<file path="config.mk">
export PLATFORM = sky130hd
export DESIGN_NAME = rom_sdram_arbiter
export DESIGN_NICKNAME = d
export VERILOG_FILES = /design/src/rtl/rom_sdram_arbiter.sv
export SDC_FILE = /design/constraint.sdc
export NUM_CORES = 1
export LEC_CHECK = 0
export CELL_PAD_IN_SITES_DETAIL_PLACEMENT = 0
export CELL_PAD_IN_SITES_GLOBAL_PLACEMENT = 1
export CORE_MARGIN = 5
export CORE_UTILIZATION = 45
export DETAILED_ROUTE_END_ITERATION = 8
export DONT_BUFFER_PORTS = 1
export PLACE_DENSITY = 0.8
export SYNTH_ARGS = -nofsm -noshare
export SYNTH_HDL_FRONTEND = slang
export SYNTH_SLANG_ARGS = --single-unit
</file>
<file path="constraint.sdc">
create_clock -name MEM_CLK -period 2.3 [get_ports MEM_CLK]
set_clock_uncertainty 0.15 [all_clocks]
set_input_delay 0.345 -clock MEM_CLK [delete_from_list [all_inputs] [get_ports MEM_CLK]]
set_output_delay 0.345 -clock MEM_CLK [all_outputs]
set_load 0.01 [all_outputs]
</file>
<file path="src/rtl/rom_sdram_arbiter.sv">
// Arbiter between ROM reads, download writes and refresh for a single SDRAM controller port.
// One command is in flight at a time; refresh outranks writes, and writes outrank reads until a burst limit is reached.
module rom_sdram_arbiter #(
  parameter int unsigned ADDR_W       = 24,
  parameter int unsigned WR_BURST_MAX = 4,
  parameter int unsigned TIMEOUT      = 255
) (
  input  logic              MEM_CLK,
  input  logic              RESET_N,
  input  logic              DL_WR,
  input  logic [ADDR_W-1:0] DL_ADDR,
  input  logic [15:0]       DL_DATA,
  output logic              DL_BUSY,
  input  logic              RD_REQ,
  input  logic [ADDR_W-1:0] RD_ADDR,
  input  logic              RD_WORD,
  output logic [15:0]       RD_Q,
  output logic              RD_VALID,
  input  logic              REF_REQ,
  output logic              MEM_REQ,
  output logic [1:0]        MEM_CMD,
  output logic [ADDR_W-1:0] MEM_ADDR,
  output logic [15:0]       MEM_DIN,
  output logic              MEM_WORD,
  input  logic              MEM_ACK,
  input  logic              MEM_DONE,
  input  logic [15:0]       MEM_DOUT,
  output logic              ERR
);

  localparam int unsigned BC_W = $clog2(WR_BURST_MAX + 2);
  localparam int unsigned TO_W = $clog2(TIMEOUT + 2);

  typedef enum logic [1:0] {
    S_IDLE,
    S_ISSUE,
    S_WAIT
  } state_e;

  typedef enum logic [1:0] {
    CMD_NONE    = 2'd0,
    CMD_READ    = 2'd1,
    CMD_WRITE   = 2'd2,
    CMD_REFRESH = 2'd3
  } cmd_e;

  state_e              state_q, state_d;
  cmd_e                cmd_q, cmd_d;
  logic                req_q, req_d;
  logic [ADDR_W-1:0]   addr_q, addr_d;
  logic [15:0]         din_q, din_d;
  logic                word_q, word_d;
  logic                wb_valid_q, wb_valid_d;
  logic [ADDR_W-1:0]   wb_addr_q, wb_addr_d;
  logic [15:0]         wb_data_q, wb_data_d;
  logic                ref_pend_q, ref_pend_d;
  logic                last_valid_q, last_valid_d;
  logic [ADDR_W-1:0]   last_addr_q, last_addr_d;
  logic                last_word_q, last_word_d;
  logic [15:0]         rd_q_q, rd_q_d;
  logic                rd_valid_q, rd_valid_d;
  logic                err_q, err_d;
  logic [BC_W-1:0]     burst_cnt_q, burst_cnt_d;
  logic [TO_W-1:0]     to_cnt_q, to_cnt_d;

  logic rd_pend;
  logic complete;
  logic ref_any;
  logic wr_any;
  logic burst_full;

  always_comb begin
    rd_pend    = RD_REQ && (!last_valid_q || (RD_ADDR != last_addr_q) || (RD_WORD != last_word_q));
    complete   = ((state_q == S_WAIT) && MEM_DONE) || ((state_q == S_ISSUE) && MEM_ACK && MEM_DONE);
    // Same-cycle REF_REQ / DL_WR are visible to selection so simultaneous requests keep their priority order.
    ref_any    = ref_pend_q || REF_REQ;
    wr_any     = wb_valid_q || DL_WR;
    burst_full = (burst_cnt_q == BC_W'(WR_BURST_MAX));

    state_d      = state_q;
    cmd_d        = cmd_q;
    req_d        = req_q;
    addr_d       = addr_q;
    din_d        = din_q;
    word_d       = word_q;
    wb_valid_d   = wb_valid_q;
    wb_addr_d    = wb_addr_q;
    wb_data_d    = wb_data_q;
    ref_pend_d   = ref_pend_q;
    last_valid_d = last_valid_q;
    last_addr_d  = last_addr_q;
    last_word_d  = last_word_q;
    rd_q_d       = rd_q_q;
    rd_valid_d   = 1'b0;
    err_d        = err_q;
    burst_cnt_d  = burst_cnt_q;
    to_cnt_d     = to_cnt_q;

    if (complete) begin
      case (cmd_q)
        CMD_READ: begin
          rd_q_d       = MEM_DOUT;
          rd_valid_d   = 1'b1;
          last_valid_d = 1'b1;
          last_addr_d  = addr_q;
          last_word_d  = word_q;
        end
        CMD_WRITE:   wb_valid_d = 1'b0;
        CMD_REFRESH: ref_pend_d = 1'b0;
        default: ;
      endcase
    end

    if (DL_WR) begin
      if (!wb_valid_q || (complete && (cmd_q == CMD_WRITE))) begin
        wb_valid_d = 1'b1;
        wb_addr_d  = DL_ADDR;
        wb_data_d  = DL_DATA;
      end else begin
        err_d = 1'b1;
      end
    end

    if (REF_REQ) begin
      ref_pend_d = 1'b1;
    end

    if (!RD_REQ) begin
      burst_cnt_d = '0;
    end

    case (state_q)
      S_IDLE: begin
        if (ref_any) begin
          state_d = S_ISSUE;
          req_d   = 1'b1;
          cmd_d   = CMD_REFRESH;
          addr_d  = '0;
          din_d   = '0;
          word_d  = 1'b0;
        end else if (wr_any && !(rd_pend && burst_full)) begin
          state_d = S_ISSUE;
          req_d   = 1'b1;
          cmd_d   = CMD_WRITE;
          addr_d  = wb_valid_q ? wb_addr_q : DL_ADDR;
          din_d   = wb_valid_q ? wb_data_q : DL_DATA;
          word_d  = 1'b1;
          if (rd_pend) begin
            burst_cnt_d = burst_cnt_q + 1'b1;
          end
        end else if (rd_pend) begin
          state_d     = S_ISSUE;
          req_d       = 1'b1;
          cmd_d       = CMD_READ;
          addr_d      = RD_ADDR;
          din_d       = '0;
          word_d      = RD_WORD;
          burst_cnt_d = '0;
        end
      end
      S_ISSUE: begin
        if (MEM_ACK) begin
          req_d    = 1'b0;
          to_cnt_d = '0;
          if (MEM_DONE) begin
            state_d = S_IDLE;
            cmd_d   = CMD_NONE;
          end else begin
            state_d = S_WAIT;
          end
        end
      end
      S_WAIT: begin
        if (MEM_DONE) begin
          state_d = S_IDLE;
          cmd_d   = CMD_NONE;
        end else if (to_cnt_q >= TO_W'(TIMEOUT)) begin
          // Abort leaves the source's pending flag untouched, so it is simply reselected.
          state_d = S_IDLE;
          cmd_d   = CMD_NONE;
          err_d   = 1'b1;
        end else begin
          to_cnt_d = to_cnt_q + 1'b1;
        end
      end
      default: begin
        state_d = S_IDLE;
        cmd_d   = CMD_NONE;
        req_d   = 1'b0;
      end
    endcase
  end

  always_ff @(posedge MEM_CLK or negedge RESET_N) begin
    if (!RESET_N) begin
      state_q      <= S_IDLE;
      cmd_q        <= CMD_NONE;
      req_q        <= 1'b0;
      addr_q       <= '0;
      din_q        <= '0;
      word_q       <= 1'b0;
      wb_valid_q   <= 1'b0;
      wb_addr_q    <= '0;
      wb_data_q    <= '0;
      ref_pend_q   <= 1'b0;
      last_valid_q <= 1'b0;
      last_addr_q  <= '0;
      last_word_q  <= 1'b0;
      rd_q_q       <= '0;
      rd_valid_q   <= 1'b0;
      err_q        <= 1'b0;
      burst_cnt_q  <= '0;
      to_cnt_q     <= '0;
    end else begin
      state_q      <= state_d;
      cmd_q        <= cmd_d;
      req_q        <= req_d;
      addr_q       <= addr_d;
      din_q        <= din_d;
      word_q       <= word_d;
      wb_valid_q   <= wb_valid_d;
      wb_addr_q    <= wb_addr_d;
      wb_data_q    <= wb_data_d;
      ref_pend_q   <= ref_pend_d;
      last_valid_q <= last_valid_d;
      last_addr_q  <= last_addr_d;
      last_word_q  <= last_word_d;
      rd_q_q       <= rd_q_d;
      rd_valid_q   <= rd_valid_d;
      err_q        <= err_d;
      burst_cnt_q  <= burst_cnt_d;
      to_cnt_q     <= to_cnt_d;
    end
  end

  assign DL_BUSY  = wb_valid_q;
  assign RD_Q     = rd_q_q;
  assign RD_VALID = rd_valid_q;
  assign MEM_REQ  = req_q;
  assign MEM_CMD  = cmd_q;
  assign MEM_ADDR = addr_q;
  assign MEM_DIN  = din_q;
  assign MEM_WORD = word_q;
  assign ERR      = err_q;

endmodule

</file>
==> flow_summary.json, run 1 <==
{
  "num_vias": 4638,
  "synth-xor-area-share_pct": 4.001,
  "antennaDiodeCount": 0,
  "cts_tree": "yes",
  "fmax_mhz": 417.5,
  "drv_cap": 0,
  "worst_slew_pin_slew_ns": 0.5437,
  "die_x_um": 130.8,
  "portBuffers": 0,
  "synth-adder-area-share_pct": 0.7620,
  "viasPerCell": 5.437,
  "nets": 748,
  "synth.most_common_cell": "dfrtp_1",
  "clk_pin_slew_worst_paths_ns": 0.06,
  "grt_pass1_vias": 5019,
  "synth_edf_count": 0,
  "ctsLongestPathBuffers": 2,
  "synth-compound-area-share_pct": 6.001,
  "root_buffer": "clkbuf_16",
  "grt_max_degree": 145,
  "yosys.cell_types.count": 46,
  "synth_top_family_by_area": "multiplexers",
  "post_synth_mux_area_share_pct": 24.10,
  "cts_buffers": 17,
  "drive_above_1_share_pct": 30.19,
  "fin_worst_hold_slack_ns": -0.5280,
  "clkSinkCount": 144,
  "crit_type": "register to register",
  "cts_hold_buf": 86,
  "synthCells": 537,
  "fin_crit_ns": 2.395,
  "die_h_um": 130.8,
  "ys_seq_elements": 144,
  "die_area_mm2": 0.01711,
  "powerDensity_mw_per_mm2": 917.0,
  "syn_area_mm2": 0.006568,
  "core_area_mm2": 0.01442,
  "finalHoldViolCount": 144,
  "period_share_pct": 104.1,
  "ys.flop_type": "dfrtp_1",
  "dpl_cell_area_mm2": 0.006944,
  "end_kind": "register",
  "power_mw": 8.038,
  "grt_use_total_pct": 20.64,
  "slew_headroom_pct": 63.67,
  "critPathMaxFanout": 8,
  "io_pins": 151,
  "wl_met2_um": 9174,
  "synth_seq_area_share_pct": 54.87,
  "synth_top_area_share_pct": 54.87,
  "drtIter0Drc": 247,
  "place_hpwl_um": 10950,
  "wl_met1_um": 7017,
  "crit_arrival_ns": 2.58,
  "grt_pass1_wl_um": 26680,
  "peakVddDrop_v": 0.0006329,
  "violations": "negative hold slack, negative setup slack",
  "synth_common_cells": "144 x dfrtp_1, 99 x mux2_2, 56 x nand2_1",
  "maxUsedRoutingLayer": "met4",
  "synth_simple_gate_area_share_pct": 7.563,
  "route.detailed.drc": 0,
  "hold_class": "input pin to async pin",
  "maxSlewViolCount": 0,
  "cp.required_ns": 2.49,
  "syn2layout_area_growth_pct": 33.47,
  "ys_warn_count": 0,
  "h-tree-depth": 4,
  "firstDrtPassIters": 4,
  "start_util_pct": 45.53,
  "cp-start-kind": "register",
  "rsz0062_at_grt": "true",
  "overflow": 0,
  "fillers": 1105,
  "yosys.area.top_type": "dfrtp_1",
  "power.leakage_nw": 4.107,
  "design_area_mm2": 0.008766,
  "status": "finished, violations left",
  "detail-route-antenna-nets": 0,
  "avgSynthCellArea_um2": 12.23,
  "clk_latency_ns": 0.42,
  "gp_congestion": 0.8041,
  "wl_per_cell_um": 20.88,
  "antenna_found_initial": 0,
  "totalWireLength_um": 17810,
  "synth.area.top_cells": "dfrtp_1 55%, mux2_2 17%, mux2i_1 6.1%",
  "num_rows": 44,
  "synth_nets": 629,
  "dr_wl_met3_um": 1218,
  "finalSetupViolations": 40,
  "async_reset_ff_share_pct": 100.0,
  "timing.final.ws_setup_ns": -0.09494
}
## timing repair
action / 4_1_cts / 5_1_grt
cloned: 0 / 5
setup buffers: 0 / 8
pin swaps: 3 / 29
gates resized for setup: 11 / 40
hold endpoints to repair: 249 / 144
setup endpoints to repair: 45 / 87
## cell families after synthesis
kind of cell               after synthesis
adders and majority gates                4
buffers and inverters                   38
xor gates and xnor gates                30
DFF                                    144
muxes                                  145
AOI/OAI and AO/OA                       68
and+or+nand+nor                        108
## worst paths after layout
kind | slack, ns | endpoint | startpoint | cells past startpoint
worst max register to register | -0.09 | MEM_DIN[1]$_DFFE_PN0P_ | last_addr_q[21]$_DFFE_PN0P_ | 9
worst min register to register | 0.33 | last_valid_q$_DFFE_PN0P_ | last_valid_q$_DFFE_PN0P_ | 1
max in group asynchronous | 2.24 | wb_addr_q[16]$_DFFE_PN0P_ | RESET_N | 0
worst min-delay path | -0.53 | RD_Q[2]$_DFFE_PN0P_ | RESET_N | 0
worst max-delay path | -0.09 | MEM_DIN[1]$_DFFE_PN0P_ | last_addr_q[21]$_DFFE_PN0P_ | 9
min in group MEM_CLK | 0.02 | MEM_REQ$_DFFE_PN0P_ | MEM_ACK | 3
## critical path, cell delays in order, from the launching register on
cell	delay, ns
dfrtp_1	0.39
xor2_1	0.15
nor4_2	0.36
buf_4	0.18
nand4b_1	0.15
o21ai_4	0.24
buf_6	0.13
nand4_1	0.19
buf_6	0.24
o21ai_1	0.13
## sequential cells by signal (all words and copies together) (netlist names)
register / cells
wb_addr_q: 24
state_q: 2
RD_Q: 16
RD_VALID: 1
MEM_REQ: 1
last_valid_q: 1
last_addr_q: 24
MEM_WORD: 1
to_cnt_q: 9
wb_data_q: 16
ref_pend_q: 1
last_word_q: 1
MEM_ADDR: 24
ERR: 1
DL_BUSY: 1
MEM_DIN: 16
MEM_CMD: 2
burst_cnt_q: 3
## routing by layer
metal	vias to the layer above	global-route usage [%]
met3	28	6.423
li1	2130	-
met5	-	0
met4	0	7.623
met2	148	35.27
met1	2332	24.53
## cells in the final DEF, fill, tap and decap left out, types with 15 or more instances in the layout
cell type / instances
dfrtp_1: 143
clkbuf_16: 20
o21ai_2: 15
o21ai_1: 18
buf_4: 25
mux2_2: 99
dlygate4sd3_1: 86
nand2_1: 56
mux2i_1: 38
xor2_1: 15
## layout make-up
type                    instances  area [µm²]  share of cell area [%]
clock buffers                  22       464.2                   5.295
clock inverters                10       158.9                   1.813
inverters                      12       45.04                  0.5138
multi-input cells             355        2948                   33.63
flip-flops and latches        144        3605                   41.12
well taps                     184       230.2                   2.626
repair buffers                126        1315                   15.00
## report_power, final
group / internal (mW) / switching, mW / total [mW] / leakage [nW]
clock network: 1.87 / 1.03 / 2.89 / 0.300
logic: 0.981 / 0.639 / 1.62 / 1.94
registers: 3.10 / 0.422 / 3.52 / 1.87
total: 5.95 / 2.09 / 8.04 / 4.11
## through the flow
step | cells | TNS (ns) | utilization [%] | setup slack (ns) | hold slack, ns
after global routing | 853 | -8.997 | 60.77 | -0.1570 | -0.5490
final | 853 | -1.751 | 60.77 | -0.09494 | -0.5280
after floorplan | 537 | 0 | - | 0.008943 | -0.1006
after detailed placement | 722 | -5.886 | 48.14 | -0.2359 | -0.09436
after CTS | 840 | -0.9510 | 58.68 | -0.06299 | -0.5456
after global placement | 722 | -2.410 | 48.14 | -0.08910 | -0.09634
No activity file was read; power rests on OpenSTA's default activity.
==> run 2, diff against run 1 <==
==> constraint.sdc (replaced) <==
create_clock -name MEM_CLK -period 2.3 [get_ports MEM_CLK]
set_clock_uncertainty 0.15 [all_clocks]
set_input_delay 0.345 -clock MEM_CLK [delete_from_list [all_inputs] [get_ports MEM_CLK]]
set_output_delay 0.345 -clock MEM_CLK [all_outputs]
set_load 0.05 [all_outputs]
==> flow_summary.json, run 2 (synthesized netlist as in run 1, its figures left out) <==
{
  "nets": 748,
  "grt_pass1_wl_um": 26900,
  "period_share_pct": 105.9,
  "end_kind": "register",
  "multi_input_area_mm2": 0.003063,
  "io_pins": 151,
  "layout_commonest_cell": "dfrtp_1",
  "worst_slew_pin_slew_ns": 0.6109,
  "power.leakage_nw": 4.164,
  "layout_common_cells": "143 x dfrtp_1, 99 x mux2_2, 85 x dlygate4sd3_1",
  "finalSetupTns_ns": -2.972,
  "peakVddDrop_v": 0.0007499,
  "clk_pin_slew_worst_paths_ns": 0.06,
  "core_area_mm2": 0.01442,
  "r2r-start": "last_addr_q[23]$_DFFE_PN0P_",
  "h-tree-depth": 4,
  "slew_headroom_pct": 59.28,
  "reg2reg_to": "MEM_ADDR[15]$_DFFE_PN0P_",
  "drv_cap": 0,
  "fin_worst_hold_slack_ns": -0.5264,
  "clkSinkCount": 144,
  "syn2layout_area_growth_pct": 35.53,
  "crit_type": "register to register",
  "antenna_found_initial": 1,
  "gp_congestion": 0.7939,
  "die_area_mm2": 0.01711,
  "crit_slowest_cell": "or4_4",
  "crit_top_cell": "buf_6",
  "cts_hold_buf": 85,
  "pre_cts_slack_ns": -0.2459,
  "grt_max_degree": 145,
  "crit_arrival_ns": 2.58,
  "ctsLongestPathBuffers": 2,
  "clk_latency_ns": 0.41,
  "fmax_mhz": 410.5,
  "maxSlewViolCount": 0,
  "powerDensity_mw_per_mm2": 968.0,
  "ff2ff_path_depth": 9,
  "totalWireLength_um": 17440,
  "cp_cell_sequence": "xnor2_2, nand4_1, or4_4, buf_6, o21ai_4, buf_6, buf_12, mux2i_1, o21ai_1",
  "grt_use_total_pct": 20.66,
  "finalSetupViolations": 45,
  "die_h_um": 130.8,
  "portBuffers": 0,
  "cp-start-kind": "register",
  "grt_pass1_vias": 5115,
  "place_hpwl_um": 10860,
  "detail-route-antenna-nets": 0,
  "regArea_mm2": 0.003605,
  "crit_buf_inv": 3,
  "status": "finished, violations left",
  "num_rows": 44,
  "rrSetupSlack_ns": -0.14,
  "timing.final.ws_setup_ns": -0.1360,
  "cp_top_family": "simple AND/OR/NAND/NOR gates",
  "overflow": 0,
  "fillers": 1087,
  "root_buffer": "clkbuf_16",
  "drtIter0Drc": 183,
  "fin_crit_ns": 2.436,
  "num_vias": 4658,
  "route.detailed.drc": 0,
  "hold_class": "input pin to async pin",
  "cp.required_ns": 2.44,
  "viasPerCell": 5.454,
  "rsz0062_at_grt": "true",
  "violations": "negative hold slack, negative setup slack",
  "wl_per_cell_um": 20.42,
  "cts_buffers": 17,
  "finalHoldViolCount": 145,
  "die_x_um": 130.8,
  "firstDrtPassIters": 4,
  "drive_above_1_share_pct": 33.93,
  "start_util_pct": 45.53,
  "cts_tree": "yes",
  "critical_path.max_stage_delay_ns": 0.51,
  "critPathMaxFanout": 13
}
run 2: cell types whose count changed in the layout (fill, tap and decap cells not counted), moves of 2 or more:
| cell | change |
|---|---|
| o21ai_2 | -7 |
| xnor2_2 | +2 |
| clkbuf_16 | -2 |
| buf_4 | -3 |
| nand2_1 | -21 |
| nand2_4 | +7 |
| xnor2_1 | -2 |
| o21ai_0 | -11 |
| o21ai_1 | +18 |
| buf_6 | +4 |
| clkbuf_8 | +2 |
| buf_16 | +2 |
| nand2_2 | +14 |
| mux2i_1 | -2 |
run 2: repair_timing:
action,CTS,global route
pin swaps,8,6
setup buffers,7,2
endpoints found under the setup margin,47,88
resized for setup,36,57
cloned,2,1
endpoints found under the hold margin,249,144
run 2: layer usage:
| layer | vias up | routed length [µm] | global-route usage (%) |
|---|---|---|---|
| li1 | 2130 | - | - |
| met4 | 0 | 412 | 8.772 |
| met1 | 2356 | 6931 | 24.89 |
| met3 | 30 | 1159 | 6.138 |
| met5 | - | 0 | 0 |
| met2 | 142 | 8934 | 34.55 |
run 2: worst register-to-register path: cells and delay by family, from the launching register on:
| family | cells | cell delay (ns) |
|---|---|---|
| AND/OR/NAND/NOR | 2 | 0.62 |
| flip-flops | 1 | 0.41 |
| buffers and inverters | 3 | 0.45 |
| multiplexers | 1 | 0.22 |
| XOR/XNOR | 1 | 0.21 |
| AO/OA/AOI/OAI | 2 | 0.27 |
run 2: how the worst max path moves through the flow:
stage,startpoint,endpoint,slack (ns),depth (start not counted)
after global routing,last_addr_q[13]$_DFFE_PN0P_,MEM_ADDR[19]$_DFFE_PN0P_,-0.21,9
after detailed placement,last_addr_q[2]$_DFFE_PN0P_,MEM_ADDR[9]$_DFFE_PN0P_,-0.25,7
final,last_addr_q[23]$_DFFE_PN0P_,MEM_ADDR[15]$_DFFE_PN0P_,-0.14,9
after CTS,last_word_q$_DFFE_PN0P_,burst_cnt_q[1]$_DFF_PN0_,-0.1,8
after floorplan,last_addr_q[15]$_DFFE_PN0P_,MEM_ADDR[17]$_DFFE_PN0P_,0.009,9
after global placement,last_addr_q[2]$_DFFE_PN0P_,burst_cnt_q[2]$_DFF_PN0_,-0.15,6
run 2: report_power, final:
part | internal [mW] | switching, mW
sequential | 3.09 | 0.928
combinational | 1.02 | 0.718
clock | 1.82 | 1.04
total | 5.93 | 2.68
run 2: area by class of cell:
class,count,share of cell area [%]
flip-flops and latches,144,40.50
multi-input cells,355,34.41
repair buffers,126,15.03
clock buffers,23,5.482
well taps,184,2.586
clock inverters,9,1.462
inverters,12,0.5060
diodes,1,0.02811
run 2: per-stage QoR:
step / power, mW / utilization (%) / instances / area (µm²) / hold slack, ns
after global placement: 5.344 / 48.47 / 725 / 6992 / -0.09612
after CTS: 8.543 / 59.97 / 850 / 8650 / -0.5495
after floorplan: 5.071 / - / 537 / 6573 / -0.1006
after detailed placement: 5.446 / 48.47 / 725 / 6992 / -0.09587
after global routing: 9.010 / 61.71 / 854 / 8901 / -0.5489
final: 8.616 / 61.71 / 854 / 8901 / -0.5264
